[src/rtl/transpose_stream_ctrl_if.sv]
// Element stream bundle for transpose_stream_ctrl.
//   in_valid/in_ready/in_data/in_last : row-major input element stream
//   out_valid/out_ready/out_data/out_last : row-major transposed output stream
//   frame_done : pulse on the final output handshake
//   err        : sticky in_last framing error
// slave = the transposer; master = the source/consumer side.
interface transpose_stream_ctrl_if #(
  parameter int unsigned DATA_WIDTH = 8
);
  logic                  in_valid;
  logic                  in_ready;
  logic [DATA_WIDTH-1:0] in_data;
  logic                  in_last;
  logic                  out_valid;
  logic                  out_ready;
  logic [DATA_WIDTH-1:0] out_data;
  logic                  out_last;
  logic                  frame_done;
  logic                  err;

  modport master (
    output in_valid, in_data, in_last, out_ready,
    input  in_ready, out_valid, out_data, out_last, frame_done, err
  );

  modport slave (
    input  in_valid, in_data, in_last, out_ready,
    output in_ready, out_valid, out_data, out_last, frame_done, err
  );
endinterface

[src/rtl/transpose_stream_ctrl.sv]
// Streaming matrix transposer: loads an MxN matrix row-major, then emits it
// column-major (the NxM transpose, row-major).
//   clk    : rising-edge clock
//   rst    : synchronous active-high reset
//   io_bus : element stream bundle (slave side), see transpose_stream_ctrl_if
module transpose_stream_ctrl #(
  parameter int unsigned M          = 2,
  parameter int unsigned N          = 2,
  parameter int unsigned DATA_WIDTH = 8
) (
  input  logic                    clk,
  input  logic                    rst,
  transpose_stream_ctrl_if.slave  io_bus
);

  localparam int unsigned MAX_DIM = (M > N) ? M : N;
  localparam int unsigned CW      = (MAX_DIM > 1) ? $clog2(MAX_DIM) : 1;
  localparam int unsigned RW      = (M > 1) ? $clog2(M) : 1;
  localparam int unsigned CLW     = (N > 1) ? $clog2(N) : 1;
  localparam logic [CW-1:0] LAST_ROW = CW'(M - 1);
  localparam logic [CW-1:0] LAST_COL = CW'(N - 1);
  localparam bit            SINGLE   = (M == 1) && (N == 1);

  typedef enum logic {S_LOAD, S_DRAIN} state_t;

  state_t                r_state, w_state_n;
  logic [CW-1:0]         r_i, r_j, w_i_n, w_j_n, w_ni, w_nj;
  logic                  r_in_ready, w_in_ready_n;
  logic                  r_out_valid, w_out_valid_n;
  logic [DATA_WIDTH-1:0] r_out_data, w_out_data_n;
  logic                  r_out_last, w_out_last_n;
  logic                  r_err, w_err_n;
  logic                  w_wr_en;
  logic                  w_last_elem;
  logic                  w_in_fire, w_out_fire;
  logic [DATA_WIDTH-1:0] r_buf [M][N];

  assign w_in_fire  = r_in_ready & io_bus.in_valid;
  assign w_out_fire = r_out_valid & io_bus.out_ready;

  // Next-state: r_i/r_j are (row,col) in LOAD and (i,j) with i inner in DRAIN.
  always_comb begin
    w_state_n     = r_state;
    w_i_n         = r_i;
    w_j_n         = r_j;
    w_ni          = r_i;
    w_nj          = r_j;
    w_in_ready_n  = r_in_ready;
    w_out_valid_n = r_out_valid;
    w_out_data_n  = r_out_data;
    w_out_last_n  = r_out_last;
    w_err_n       = r_err;
    w_wr_en       = 1'b0;
    w_last_elem   = 1'b0;
    unique case (r_state)
      S_LOAD: begin
        if (w_in_fire) begin
          w_wr_en     = 1'b1;
          w_last_elem = (r_i == LAST_ROW) && (r_j == LAST_COL);
          if (io_bus.in_last != w_last_elem) w_err_n = 1'b1;
          if (w_last_elem) begin
            w_state_n     = S_DRAIN;
            w_i_n         = '0;
            w_j_n         = '0;
            w_in_ready_n  = 1'b0;
            w_out_valid_n = 1'b1;
            w_out_last_n  = SINGLE;
            // For 1x1 the element being written is the first one emitted.
            w_out_data_n  = SINGLE ? io_bus.in_data : r_buf[RW'(0)][CLW'(0)];
          end else if (r_j == LAST_COL) begin
            w_j_n = '0;
            w_i_n = r_i + CW'(1);
          end else begin
            w_j_n = r_j + CW'(1);
          end
        end
      end
      S_DRAIN: begin
        if (w_out_fire) begin
          if (r_out_last) begin
            w_state_n     = S_LOAD;
            w_i_n         = '0;
            w_j_n         = '0;
            w_in_ready_n  = 1'b1;
            w_out_valid_n = 1'b0;
            w_out_last_n  = 1'b0;
          end else begin
            if (r_i == LAST_ROW) begin
              w_ni = '0;
              w_nj = r_j + CW'(1);
            end else begin
              w_ni = r_i + CW'(1);
            end
            w_i_n        = w_ni;
            w_j_n        = w_nj;
            w_out_data_n = r_buf[RW'(w_ni)][CLW'(w_nj)];
            w_out_last_n = (w_ni == LAST_ROW) && (w_nj == LAST_COL);
          end
        end
      end
    endcase
  end

  // Control and output registers.
  always_ff @(posedge clk) begin
    if (rst) begin
      r_state     <= S_LOAD;
      r_i         <= '0;
      r_j         <= '0;
      r_in_ready  <= 1'b1;
      r_out_valid <= 1'b0;
      r_out_data  <= '0;
      r_out_last  <= 1'b0;
      r_err       <= 1'b0;
    end else begin
      r_state     <= w_state_n;
      r_i         <= w_i_n;
      r_j         <= w_j_n;
      r_in_ready  <= w_in_ready_n;
      r_out_valid <= w_out_valid_n;
      r_out_data  <= w_out_data_n;
      r_out_last  <= w_out_last_n;
      r_err       <= w_err_n;
    end
  end

  // Matrix buffer, intentionally not reset.
  always_ff @(posedge clk) begin
    if (w_wr_en) r_buf[RW'(r_i)][CLW'(r_j)] <= io_bus.in_data;
  end

  assign io_bus.in_ready   = r_in_ready;
  assign io_bus.out_valid  = r_out_valid;
  assign io_bus.out_data   = r_out_data;
  assign io_bus.out_last   = r_out_last;
  assign io_bus.err        = r_err;
  // Marks the handshake itself, so it follows out_ready in the same cycle.
  assign io_bus.frame_done = r_out_valid & io_bus.out_ready & r_out_last;

endmodule

[src/flat_wrapper.sv]
// flat-port wrapper written by rule: the top's interface ports become plain ports
module transpose_stream_ctrl_flat 
#(
  parameter int unsigned M          = 2,
  parameter int unsigned N          = 2,
  parameter int unsigned DATA_WIDTH = 8
)
  (clk, rst, io_bus_in_valid, io_bus_in_data, io_bus_in_last, io_bus_out_ready, io_bus_in_ready, io_bus_out_valid, io_bus_out_data, io_bus_out_last, io_bus_frame_done, io_bus_err);
  transpose_stream_ctrl_if #(.DATA_WIDTH(DATA_WIDTH)) io_bus_i ();
  input  logic clk;
  input  logic rst;
  input wire logic [$bits(io_bus_i.in_valid)-1:0] io_bus_in_valid;
  input wire logic [$bits(io_bus_i.in_data)-1:0] io_bus_in_data;
  input wire logic [$bits(io_bus_i.in_last)-1:0] io_bus_in_last;
  input wire logic [$bits(io_bus_i.out_ready)-1:0] io_bus_out_ready;
  output wire logic [$bits(io_bus_i.in_ready)-1:0] io_bus_in_ready;
  output wire logic [$bits(io_bus_i.out_valid)-1:0] io_bus_out_valid;
  output wire logic [$bits(io_bus_i.out_data)-1:0] io_bus_out_data;
  output wire logic [$bits(io_bus_i.out_last)-1:0] io_bus_out_last;
  output wire logic [$bits(io_bus_i.frame_done)-1:0] io_bus_frame_done;
  output wire logic [$bits(io_bus_i.err)-1:0] io_bus_err;
  assign io_bus_i.in_valid = io_bus_in_valid;
  assign io_bus_i.in_data = io_bus_in_data;
  assign io_bus_i.in_last = io_bus_in_last;
  assign io_bus_i.out_ready = io_bus_out_ready;
  assign io_bus_in_ready = io_bus_i.in_ready;
  assign io_bus_out_valid = io_bus_i.out_valid;
  assign io_bus_out_data = io_bus_i.out_data;
  assign io_bus_out_last = io_bus_i.out_last;
  assign io_bus_frame_done = io_bus_i.frame_done;
  assign io_bus_err = io_bus_i.err;
  transpose_stream_ctrl #(.M(M), .N(N), .DATA_WIDTH(DATA_WIDTH)) u_core (.clk(clk), .rst(rst), .io_bus(io_bus_i));
endmodule
[config.mk]
export PLATFORM = sky130hd
export DESIGN_NAME = transpose_stream_ctrl_flat
export DESIGN_NICKNAME = d
export VERILOG_FILES = /design/src/rtl/transpose_stream_ctrl_if.sv /design/src/rtl/transpose_stream_ctrl.sv /design/src/flat_wrapper.sv
export SDC_FILE = /design/constraint.sdc
export NUM_CORES = 1
export LEC_CHECK = 0
export CAP_MARGIN = 25
export CORE_UTILIZATION = 57
export CTS_CLUSTER_DIAMETER = 40
export DETAILED_ROUTE_END_ITERATION = 7
export HOLD_SLACK_MARGIN = 0.08
export PLACE_DENSITY = 0.83
export SYNTH_ARGS = -nofsm -noshare
export SYNTH_HDL_FRONTEND = slang
export SYNTH_SLANG_ARGS = --single-unit
[constraint.sdc]
create_clock -name clk -period 3.1 [get_ports clk]
set_input_delay 0.775 -clock clk [delete_from_list [all_inputs] [get_ports clk]]
set_output_delay 0.775 -clock clk [all_outputs]
set_load 0.01 [all_outputs]
Word-level counts from Yosys, hierarchy flattened
Memories as Yosys holds them, arrays and structs flattened.
Index checks and enable logic that the tools add are counted.
Cells by class
  add/subtract/negate cells: 2
  order comparisons: 3
  equality and inequality tests: 7
  multiplexer cells: 52
  bitwise logic cells: 6
  reduce and logical (&&, ||, !) cells: 9
Operators with widths (number)
  8-bit 2-to-1 mux: 8
  1-bit 2-to-1 mux: 35
  16-bit 2-to-1 mux: 1
  8-bit case mux with 2 select lines: 1
  1-bit case mux with 2 select lines: 6
  3-bit AND reduction: 3
  8-bit demux with 1-bit select: 1
  4-bit AND reduction: 2
  2-bit inequality test, second input constant: 3
  2-bit >= comparator, second input constant: 2
  2-bit by 1-bit inequality test with 1-bit output, second input constant: 2
  1-bit NOT with 2-bit output: 2
  1-bit bitwise AND: 3
  1-bit logical AND: 3
  3-bit by 1-bit inequality test with 1-bit output, second input constant: 1
  1-bit adder, second input constant: 2
  2-bit by 1-bit less-than comparator with 1-bit output, second input constant: 1
  2-bit AND reduction: 1
  1-bit inequality test: 1
  1-bit NOT: 1
Word-level totals
  register bits after elaboration: 15
  bits in writable memories: 32
  bits of input ports: 13
  output and inout bits: 13
  word-level logic and storage cells: 88
  memories kept: 1
Memories
  u_core.r_buf: words 2, bits a word 16, rd ports 2, clocked after Yosys merged registers in 0, write ports 1, RTL line transpose_stream_ctrl.sv:36  | logic [DATA_WIDTH-1:0] r_buf [M][N];

Depth between registers and ports, before layout
Gate-level depths: netlist (run 1).
  depth in word-level cells: 12
  mapped depth: 7
  gate-level depth less buffers: 5

Worst setup path after synthesis (run 1)
No wires, ideal clock.
  path kind: register to register
  start: register u_core.r_i
  end: register u_core.r_out_data[0] (netlist: u_core.io_bus.out_data[0])
  setup time: 0.134 ns
  arrival time: 1.788 ns
  slack: 1.178 ns
  stages on the path, launching flop included: 8
  path buffers: 2
  period minus slack after synthesis: 1.922 ns
  cell sequence: dfxtp_1 > buf_2 > inv_1 > ha_1 > buf_2 > mux2_2 > a222oi_1 > a211oi_1
On the way
  cells in the longest elaborated chain, start to end: 12
  elaborated cells between the ends (all ways): 20
  classes of those cells: add/sub: 1; eq/ne: 1; mux: 14; bitwise: 1; reduce/logical: 2; memory: 1
Ends and longest elaborated chain
  start, declared: RTL line transpose_stream_ctrl.sv:27  | logic [CW-1:0] r_i, r_j, w_i_n, w_j_n, w_ni, w_nj;
  start signal, assigned: RTL line transpose_stream_ctrl.sv:117  | r_i <= w_i_n;
  1-bit adder: RTL line transpose_stream_ctrl.sv:92  | w_ni = r_i + CW'(1);
  1-bit 2-to-1 mux: RTL line transpose_stream_ctrl.sv:88  | if (r_i == LAST_ROW) begin
  1-bit 2-to-1 mux: RTL line transpose_stream_ctrl.sv:80  | if (r_out_last) begin
  1-bit 2-to-1 mux: RTL line transpose_stream_ctrl.sv:79  | if (w_out_fire) begin
  1-bit 2-to-1 mux: RTL line transpose_stream_ctrl.sv:55  | unique case (r_state)
  memory 2 x 16 bit
  8-bit 2-to-1 mux (not written as such) (3 in series): RTL line transpose_stream_ctrl.sv:96  | w_out_data_n = r_buf[RW'(w_ni)][CLW'(w_nj)];
  8-bit 2-to-1 mux: RTL line transpose_stream_ctrl.sv:80
  8-bit 2-to-1 mux: RTL line transpose_stream_ctrl.sv:79
  8-bit case mux with 2 select lines: RTL line transpose_stream_ctrl.sv:55
  end signal, assigned: RTL line transpose_stream_ctrl.sv:121  | r_out_data <= w_out_data_n;
  end, declared: RTL line transpose_stream_ctrl.sv:30  | logic [DATA_WIDTH-1:0] r_out_data, w_out_data_n;
Parallel ways exist; a longest one is shown, timed or not. The select of a mux whose other input is x is not followed.
A chain may end at the register's enable or synchronous reset.

Final worst setup path (run 1)
  start: input port io_bus_out_ready
  end: output port io_bus_frame_done
On the way
  cells in the longest elaborated chain, start to end: 2
Ends and longest elaborated chain
  start, declared: RTL line flat_wrapper.sv:15  | input wire logic [$bits(io_bus_i.out_ready)-1:0] io_bus_out_ready;
  1-bit bitwise AND (2 in series): RTL line transpose_stream_ctrl.sv:138  | assign io_bus.frame_done = r_out_valid & io_bus.out_ready & r_out_last;
  end, declared: RTL line flat_wrapper.sv:20  | output wire logic [$bits(io_bus_i.frame_done)-1:0] io_bus_frame_done;
No other way between the ends.

==> impl_metrics.tcl, run 1 <==
set metrics [dict create \
    outcome "finished clean" \
    cts.sink_count 47 \
    clk_pin_slew_ps 120 \
    setup_viol 0 \
    initial_core_util 0.6105 \
    r2r_slack_ps 740 \
    cts-buffers-inserted 5 \
    cpPeakStageDelay_ps 520 \
    grt_max_degree 17 \
    htree_levels 2 \
    clk_root_buffer_cell "clkbuf_4" \
    dr.pass1.iters 4 \
    die_area_um2 3558 \
    power_density_nw_per_um2 485.8 \
    cpMostUsedCell "clkdlybuf4s50_1" \
    synthesis.nets 149 \
    synth-seq-cells 47 \
    cp_cell_sequence "clkdlybuf4s50_1 > nand3_1 > inv_1 > clkdlybuf4s50_1" \
    setup_tns_ps 0 \
    clock_latency_ps 340 \
    skew_ps 13.29 \
    synthTopCellsByCount "edfxtp_1 (32), dfxtp_1 (15), nor3_1 (11)" \
    yosysSeqAreaShare 0.6658 \
    fp.dieH_um 59.65 \
    postCtsHoldBufs 0 \
    route.detailed.drc 0 \
    crit_cells 4 \
    avgRoutedWirePerCell_um 16.60 \
    ant_nets 0 \
    rsz0062_at_grt "no" \
    final_nets 177 \
    async_reset_ff_frac 0 \
    arrival_ps 1990 \
    grtUsageTotal 0.2209 \
    avgSynthCellArea_um2 14.24 \
    post-route-period-util 0.8913 \
    first_iter_violations 122 \
    yosysMostFrequentCell "edfxtp_1" \
    core_area_um2 3103 \
    end_kind "output pin" \
    synthToLayoutAreaGrowth_pct 18.76 \
    synth_edf_count 32 \
    ir_worst_vdd_mv 0.3367 \
    p_leak_nw 0.7906 \
    diodes 0 \
    hold_class "reg2reg" \
    grt_pass1_wl_mm 5.575 \
    max_slew.worst_pin.slew_ps 643.7 \
    synth_cell_types 31 \
    path_class "in2out" \
    hold_viol 0 \
    drive_above_1_share 0.1420 \
    netlist_area_um2 1894 \
    fp-row-count 20 \
    io_buffer_count 25 \
    cts_tree "built" \
    pre_cts_ws_ps 344.2 \
    reg2reg_depth 5 \
    setup_slack_ps 336.9 \
    die_w_um 59.65 \
    routed_wirelength_mm 3.420 \
    cp_top_family "buffers and inverters" \
    yosys_most_used_dff "edfxtp_1" \
    max_clock_freq_ghz 0.3619 \
    dp_hpwl_mm 2.445 \
    cts_buffer_depth 2 \
    post_cts_resized 0 \
    postCtsSetupBuffers 0 \
    crit_required_ps 2320 \
    start_kind "input pin" \
    postLayoutCoreUtil 0.7250 \
    cp_num_buf_inv 3 \
    gp_congestion 0.7940 \
    post-route-min-period_ps 2763 \
    whs_path_depth 2 \
    slew-limit-headroom 0.5700 \
    ioPinCount 26 \
    drv_slew 0 \
    yosysWarnings 0 \
    synth_largest_area_cell "edfxtp_1" \
    fin_hold_ws_ps 500.0 \
    critPathSlowestCell "clkdlybuf4s50_1" \
    synth_area_leaders "edfxtp_1 (51%), dfxtp_1 (16%), mux2_2 (5.4%), a222oi_1 (3.7%), a211oi_1 (3.2%)" \
    fin_total_pwr_mw 1.093 \
    grt_pass1_vias 1125 \
    drv_cap 0 \
    synth_top_area_share 0.5073 \
    path_max_fanout 4 \
    vias_per_cell 5.908 \
    vias 1217 \
    overflow 0 \
    antenna_found_initial 0 \
    syn_inst 133 \
]
[power by group]
group          switching (mW)  leakage, nW  internal, mW  total [mW]
Combinational          0.0455        0.339        0.0477      0.0932
Sequential             0.0116        0.415         0.691       0.703
Clock                   0.182       0.0359         0.114       0.297
Total                   0.239        0.791         0.853        1.09
[kinds of logic (layout without fill, tap and decap cells)]
kind of cell             count (synthesis)  count (layout)  synth area share
buffers and inverters                   11              40           0.03104
XOR/XNOR                                 1               1          0.004624
AO/OA/AOI/OAI                           28              28            0.1169
flip-flops                              47              47            0.6658
AND/OR/NAND/NOR                         34              34            0.1083
multiplexers                             9               9           0.05350
adder cells (fa/ha/maj)                  3               3           0.01982
[sequential cells by signal, summed over array words and instances, names as in the netlist]
signal	count
u_core.r_j	1
u_core.io_bus.out_last	1
u_core.io_bus.in_ready	1
u_core.r_i	1
u_core.r_buf	32
u_core.io_bus.out_data	8
u_core.io_bus.out_valid	1
u_core.io_bus.err	1
u_core.r_state	1
[cell usage in the layout, fill, tap and decap left out, types with 2 or more instances in the layout]
cell type        Yosys  layout
edfxtp_1            32      32
clkdlybuf4s50_1      0      25
dfxtp_1             15      15
nor3_1              11      11
mux2_2               9       9
a211oi_1             8       8
a222oi_1             7       7
a21oi_1              6       6
nor2_1               5       5
clkbuf_4             0       5
buf_4                0       5
nand3_1              4       4
nand3b_1             3       3
and4b_1              3       3
ha_1                 3       3
inv_1                2       2
and3b_1              2       2
nor2b_1              2       2
[metal layers]
metal | share of wire | track usage | wire length [um]
met1 | 0.46 | 0.3157 | 1573
met2 | 0.48 | 0.3413 | 1632
met3 | 0.049 | 0.04545 | 168
met4 | 0.013 | 0.06977 | 46
met5 | 0 | 0 | 0
[area by class of cell]
type,instances,area (um^2)
well taps,44,55.05
inverters,2,7.507
multi-input cells,75,574.3
fillers,235,853.3
flip-flops and latches,47,1261
clock buffers,7,55.05
repair buffers,30,287.8
clock inverters,1,8.758
[through the flow]
step / std cells / area, um^2
6_report: 206 / 2250
4_1_cts: 206 / 2250
3_3_place_gp: 198 / 2186
3_5_place_dp: 198 / 2186
5_1_grt: 206 / 2250
2_1_floorplan: 133 / 1894
[final timing paths]
path	startpoint	endpoint
worst min register to register	u_core.io_bus.err	u_core.io_bus.err
worst max-delay path	io_bus_out_ready	io_bus_frame_done
worst min-delay path	u_core.io_bus.err	u_core.io_bus.err
worst max register to register	u_core.r_i	u_core.io_bus.out_data[1]
[worst min-delay path: stages, from the launching register on]
cell and delay, ps:
dfxtp_1 350, a21oi_1 50, nor2_1 70
Power figures use the tool's default switching activity.
==> run 2, diff against run 1 <==
TNS_END_PERCENT = 20   (was default)
==> results of run 2 <==
No change in the layout: final DEF, timing and power equal those of run 1.
==> run 3, diff against run 2 <==
ABC_AREA = 1   (was default)
CORE_UTILIZATION = 58   (was 57)
==> run 3 against run 2 <==
  * Sequential cell count stayed put
  * Power increased by 90%
  * Sequential share of layout area shrank 3.2 points
  * Die area increased by 4.5%
  * Wire length grew 3.7%
  * Maximum frequency decreased by 1.4%
  * Clock skew is 2.4 ps lower
  * Largest cell class unchanged
  * Highest routed layer unchanged
  * Combinational power grew to 9.2 times the previous value
  * Core utilization decreased by 1.0 points
==> impl_metrics.tcl, run 3 <==
set metrics [dict create \
    yosys_most_used_dff "edfxtp_1" \
    die_area_um2 3720 \
    synthToLayoutAreaGrowth_pct 18.17 \
    crit_cells 4 \
    cpPeakStageDelay_ps 550 \
    largest_register_ffs 32 \
    gp_congestion 0.7418 \
    yosysWarnings 0 \
    avgRoutedWirePerCell_um 12.22 \
    diodes 0 \
    grt_pass1_wl_mm 5.796 \
    cp_num_buf_inv 2 \
    grt_pass1_vias 1302 \
    routed_wirelength_mm 3.545 \
    clk_root_buffer_cell "clkbuf_4" \
    whs_path_depth 2 \
    combinationalPowerShare 0.413 \
    fp.dieH_um 60.99 \
    io_buffer_count 25 \
    post-route-min-period_ps 2803 \
    setup_tns_ps 0 \
    final_cell_mix "nand2_1 (81), edfxtp_1 (32), clkdlybuf4s50_1 (25)" \
    route.detailed.drc 0 \
    fin_total_pwr_mw 2.074 \
    first_iter_violations 84 \
    r2r_start "u_core.r_i" \
    skew_ps 10.84 \
    cts_buffer_depth 2 \
    die_w_um 60.99 \
    synth_edf_count 32 \
    cp_top_family "buffers and inverters" \
    path_class "in2out" \
    arrival_ps 2030 \
    antenna_found_initial 0 \
    grtUsageTotal 0.2240 \
    place_inst 282 \
    synthesis.nets 229 \
    crit_required_ps 2320 \
    cp_cell_sequence "clkdlybuf4s50_1 > nand2_1 > nor2_1 > clkdlybuf4s50_1" \
    netlist_area_um2 2018 \
    cts-buffers-inserted 5 \
    yosysMostFrequentCell "nand2_1" \
    final_nets 259 \
    power_frac_clock 0.136 \
    top_register "u_core.r_buf" \
    hold_viol 0 \
    post_cts_resized 0 \
    seqPwrFrac 0.451 \
    hold_class "reg2reg" \
    path_max_fanout 3 \
    overflow 0 \
    synthTopCellsByCount "nand2_1 (81), edfxtp_1 (32), nor2_1 (22)" \
    grt_max_degree 24 \
    post-route-period-util 0.9041 \
    dp_hpwl_mm 2.601 \
    p_sw_frac 0.3917 \
    end_kind "output pin" \
    max_slew.worst_pin.slew_ps 695.2 \
    synth-seq-cells 47 \
    vias 1454 \
    synth_area_leaders "edfxtp_1 (48%), nand2_1 (15%), dfxtp_1 (15%), nand3_1 (4.2%), nor2_1 (4.1%)" \
    setup_viol 0 \
    initial_core_util 0.6048 \
    drv_slew 0 \
    internal_power_mw 1.261 \
    pre_cts_ws_ps 285.6 \
    max_clock_freq_ghz 0.3568 \
    drv_cap 0 \
    async_reset_ff_frac 0 \
    avgSynthCellArea_um2 9.475 \
    ir_worst_vdd_mv 0.4061 \
    final_cells 290 \
    cts_tree "built" \
    fp-row-count 21 \
    startpoint "io_bus_out_ready" \
    switching_power_uw 812.3 \
    cts.sink_count 47 \
    holdCritStartpoint "u_core.io_bus.out_data[4]" \
    core_area_um2 3337 \
    clock_latency_ps 360 \
    htree_levels 2 \
    critPathSlowestCell "clkdlybuf4s50_1" \
    yosysSeqAreaShare 0.6249 \
    layout_commonest_cell "nand2_1" \
    postCtsHoldBufs 0 \
    setup_slack_ps 297.3 \
    start_kind "input pin" \
    dr.pass1.iters 4 \
    synth_cell_types 22 \
    power_density_nw_per_um2 869.6 \
    slew-limit-headroom 0.5359 \
    drive_above_1_share 0.08197 \
    ant_nets 0 \
    synth_largest_area_cell "edfxtp_1" \
    reg2reg_depth 9 \
    synth_top_area_share 0.4761 \
    cpMostUsedCell "clkdlybuf4s50_1" \
    syn_inst 213 \
    ioPinCount 26 \
    postLayoutCoreUtil 0.7147 \
    p_leak_nw 0.9112 \
    rsz0062_at_grt "no" \
    clk_pin_slew_ps 130 \
    vias_per_cell 5.014 \
    postCtsSetupBuffers 0 \
    outcome "finished clean" \
]
-- run 3: cell count changes after synthesis, moves of 6 or more --
cell,previous run,this run
mux2_2,9,0
a211oi_1,8,0
a21oi_1,6,12
nand2_1,0,81
a222oi_1,7,0
nand3_1,4,17
nor2_1,5,22
nor3_1,11,2
-- run 3: cells by family after synthesis --
family,synth area share
AO/OA/AOI/OAI,0.06324
XOR/XNOR,0.004341
adder cells (fa/ha/maj),0.01860
buffers and inverters,0.03844
flip-flops,0.6249
AND/OR/NAND/NOR,0.2505
-- run 3: power by group through the flow --
stage	Combinational (mW)	Sequential, mW	Clock (mW)
global route	0.982	0.958	0.310
finish	0.856	0.936	0.282
global placement	0.834	0.945	0
floorplan	0.608	0.935	0
CTS	0.860	0.934	0.291
detailed placement	0.857	0.949	0
-- run 3: path summary, 6_finish.rpt --
kind | endpoint | slack, ps
worst max-delay path | io_bus_frame_done | 300
worst min-delay path | u_core.io_bus.out_data[4] | 470
worst max register to register | u_core.io_bus.out_data[0] | 1290
worst min register to register | u_core.io_bus.out_data[4] | 470
-- run 3: stage by stage --
step                      instance area (um^2)  hold slack (ps)
final                                     2385            472.9
after global routing                      2385            490.9
after CTS                                 2385            474.4
after detailed placement                  2327            454.9
after global placement                    2327            451.9
after floorplan                           2018            481.3
-- run 3: worst register-to-register path, delay by kind of cell, from the launching register on --
family	cells	cell delay, ps
AND/OR/NAND/NOR	4	350
buffers and inverters	3	440
flip-flops	1	350
adder cells (fa/ha/maj)	1	490
AO/OA/AOI/OAI	1	130
-- run 3: area by class of cell --
class	instances	area [um^2]
clock buffer	5	37.54
clock inverter	3	20.02
fill	258	952.2
inverter	7	26.28
multi-input combinational	150	679.4
sequential	47	1261
tap	46	57.56
timing repair buffer	32	302.8
-- run 3: per-layer routing --
layer | global-route usage | routed length, um | vias up
li1 | - | - | 767
met1 | 0.3192 | 1793 | 654
met2 | 0.3328 | 1592 | 29
met3 | 0.06397 | 127 | 4
met4 | 0.07468 | 31 | 0
met5 | 0 | 0 | -
==> patch: new RTL, config.mk and constraints of run 3 <==
`r_out_data` no longer has a reset.
--- a/src/rtl/transpose_stream_ctrl.sv
+++ b/src/rtl/transpose_stream_ctrl.sv
@@ -109,7 +109,6 @@
       r_j         <= '0;
       r_in_ready  <= 1'b1;
       r_out_valid <= 1'b0;
-      r_out_data  <= '0;
       r_out_last  <= 1'b0;
       r_err       <= 1'b0;
     end else begin
@@ -118,10 +117,13 @@
       r_j         <= w_j_n;
       r_in_ready  <= w_in_ready_n;
       r_out_valid <= w_out_valid_n;
-      r_out_data  <= w_out_data_n;
       r_out_last  <= w_out_last_n;
       r_err       <= w_err_n;
     end
+  end
+
+  always_ff @(posedge clk) begin
+    r_out_data <= w_out_data_n;
   end
 
   // Matrix buffer, intentionally not reset.
Check against the original RTL: differs if rst is asserted again (counterexample within 10 cycles, from zero or initial values and one cycle with rst high); with rst held inactive, the same outputs for 10 cycles.
==> patch against run 3 <==
Count of clock-buffer cells in the layout up 1. Critical path depth unchanged. Via count down 5.8%. Clock skew down 0.0044 ns. Design area up 0.84%. Synthesized area down 0.62%. Sequential cell count unchanged. First-iteration DRC count down 17%. Worst setup slack worse by 0.0014 ns. Register-to-register slack worse by 0.24 ns. Wire length down 1.4%. Highest routed layer unchanged.
Power is not compared: it rests on default switching activity, and its combinational part moved more than twofold at a synthesized area within 25%.
==> patch: results (changes against run 3) <==
<table>
<tr><th>Metric</th><th>Value</th></tr>
<tr><th colspan="2">Global route</th></tr>
<tr><td>Total routing usage reported by global routing</td><td>0.217 (-0.00655)</td></tr>
<tr><td>Largest net degree at the start of global routing</td><td>18 (-25%)</td></tr>
<tr><td>First-pass GRT wire length</td><td>5490 um (-5.2%)</td></tr>
<tr><td>Number of global-route vias before repair</td><td>1298 (-0.31%)</td></tr>
<tr><th colspan="2">Synth</th></tr>
<tr><td>Leading cell types by count after synthesis</td><td>nand2_1, edfxtp_1, nor2_1, inv_1, o21ai_1</td></tr>
<tr><td>Number of enable flip-flop cells after synthesis</td><td>40 (+25%)</td></tr>
<tr><td>YS warnings</td><td>0 (unchanged)</td></tr>
<tr><td>Synthesized instance count</td><td>186 (-13%)</td></tr>
<tr><td>Cells taking the most area after synthesis</td><td>edfxtp_1, nand2_1, dfxtp_1</td></tr>
<tr><td>Syn_nets</td><td>202 (-12%)</td></tr>
<tr><td>Proportion of synthesized chip area in sequential cells</td><td>0.669 (+0.0438)</td></tr>
<tr><td>Distinct cells, synth</td><td>23 (+4.5%)</td></tr>
<tr><th colspan="2">Worst hold path</th></tr>
<tr><td>Worst hold-check path type</td><td>register to register</td></tr>
<tr><th colspan="2">Placement</th></tr>
<tr><td>Routability congestion estimate</td><td>0.835 (+13%)</td></tr>
<tr><td>Worst slack at placement</td><td>0.298 ns (+0.0119 ns)</td></tr>
<tr><td>HPWL after detailed placement</td><td>2480 um (-4.8%)</td></tr>
<tr><td>DP Cell Count</td><td>257 (-8.9%)</td></tr>
<tr><th colspan="2">Detailed routing</th></tr>
<tr><td>DR WL/cell</td><td>13.2 um (+7.9%)</td></tr>
<tr><td>Average via count per standard cell</td><td>5.17 (+3.1%)</td></tr>
<tr><td>First DRT Iteration DRCs</td><td>70 (-17%)</td></tr>
<tr><th colspan="2">Worst setup path</th></tr>
<tr><td>Worst setup path startpoint</td><td>io_bus_out_ready</td></tr>
<tr><td>Delay of the slowest critical-path stage</td><td>0.53 ns (-0.02 ns)</td></tr>
<tr><th colspan="2">Layout</th></tr>
<tr><td>Final cell count without fillers</td><td>265 (-8.6%)</td></tr>
<tr><td>Proportion of layout cells with a drive suffix above 1</td><td>0.0995 (+0.0176)</td></tr>
<tr><td>Final net count</td><td>236 (-8.9%)</td></tr>
<tr><th colspan="2">Timing</th></tr>
<tr><td>Clock Skew</td><td>0.00647 ns (-0.00437 ns)</td></tr>
<tr><td>Pin slew with the least headroom to its limit</td><td>0.848 ns (+0.153 ns)</td></tr>
<tr><th colspan="2">Outcome</th></tr>
<tr><td>Outcome</td><td>completed</td></tr>
</table>
-- patch: logic make-up (layout without fill, tap and decap cells) --
kind of cell,after synthesis,after routing,share of synthesized area
compound gates,16,16,0.0462
xor+xnor,1,1,0.00437
fa+ha+maj,3,3,0.0187
buf+inv,21,56,0.0549
flops,47,47,0.669
simple gates,98,98,0.207
-- patch: power groups by stage --
stage	clock, W	sequential, W	combinational, W
global placement	0	0.000819	0.000337
finish	0.000377	0.000807	0.000355
detailed placement	0	0.000820	0.000353
CTS	0.000387	0.000806	0.000355
global route	0.000407	0.000813	0.000397
floorplan	0	0.000801	0.000259
-- patch: worst reg2reg max path, cell delays in order (launching register included) --
cell	delay (ns)
dfxtp_1	0.69
inv_2	0.18
ha_1	0.34
inv_2	0.24
nor2_8	0.08
nand2_1	0.06
o21ai_1	0.07
nand2_1	0.07
nand2_1	0.08
-- patch: per-stage QoR --
stage               cell area (um^2)  total power [W]
finish                          2400          0.00154
global route                    2400          0.00162
CTS                             2400          0.00155
detailed placement              2310          0.00117
global placement                2310          0.00116
floorplan                       2010          0.00106
-- patch: cell type report --
class | count | area [um^2]
Multi-Input combinational cell | 118 | 554
Inverter | 17 | 68.8
Clock inverter | 2 | 38.8
Timing Repair Buffer | 31 | 295
Tap cell | 44 | 55.1
Sequential cell | 47 | 1340
Clock buffer | 6 | 51.3
Fill cell | 226 | 773
-- patch: per-layer routing --
metal	up-vias	wire length [um]	track usage
met5	-	0	0
met2	53	1850	0.378
met1	629	1360	0.224
met3	4	236	0.0682
met4	0	46	0.146
li1	684	-	-
-- patch: final timing paths --
path	cells after the start	slack (ns)	end
hold reg to reg	2	0.47	u_core.io_bus.err
setup reg to reg	8	1.05	u_core.io_bus.out_data[6]
setup / recovery	4	0.30	io_bus_frame_done
hold / removal	2	0.47	u_core.io_bus.err
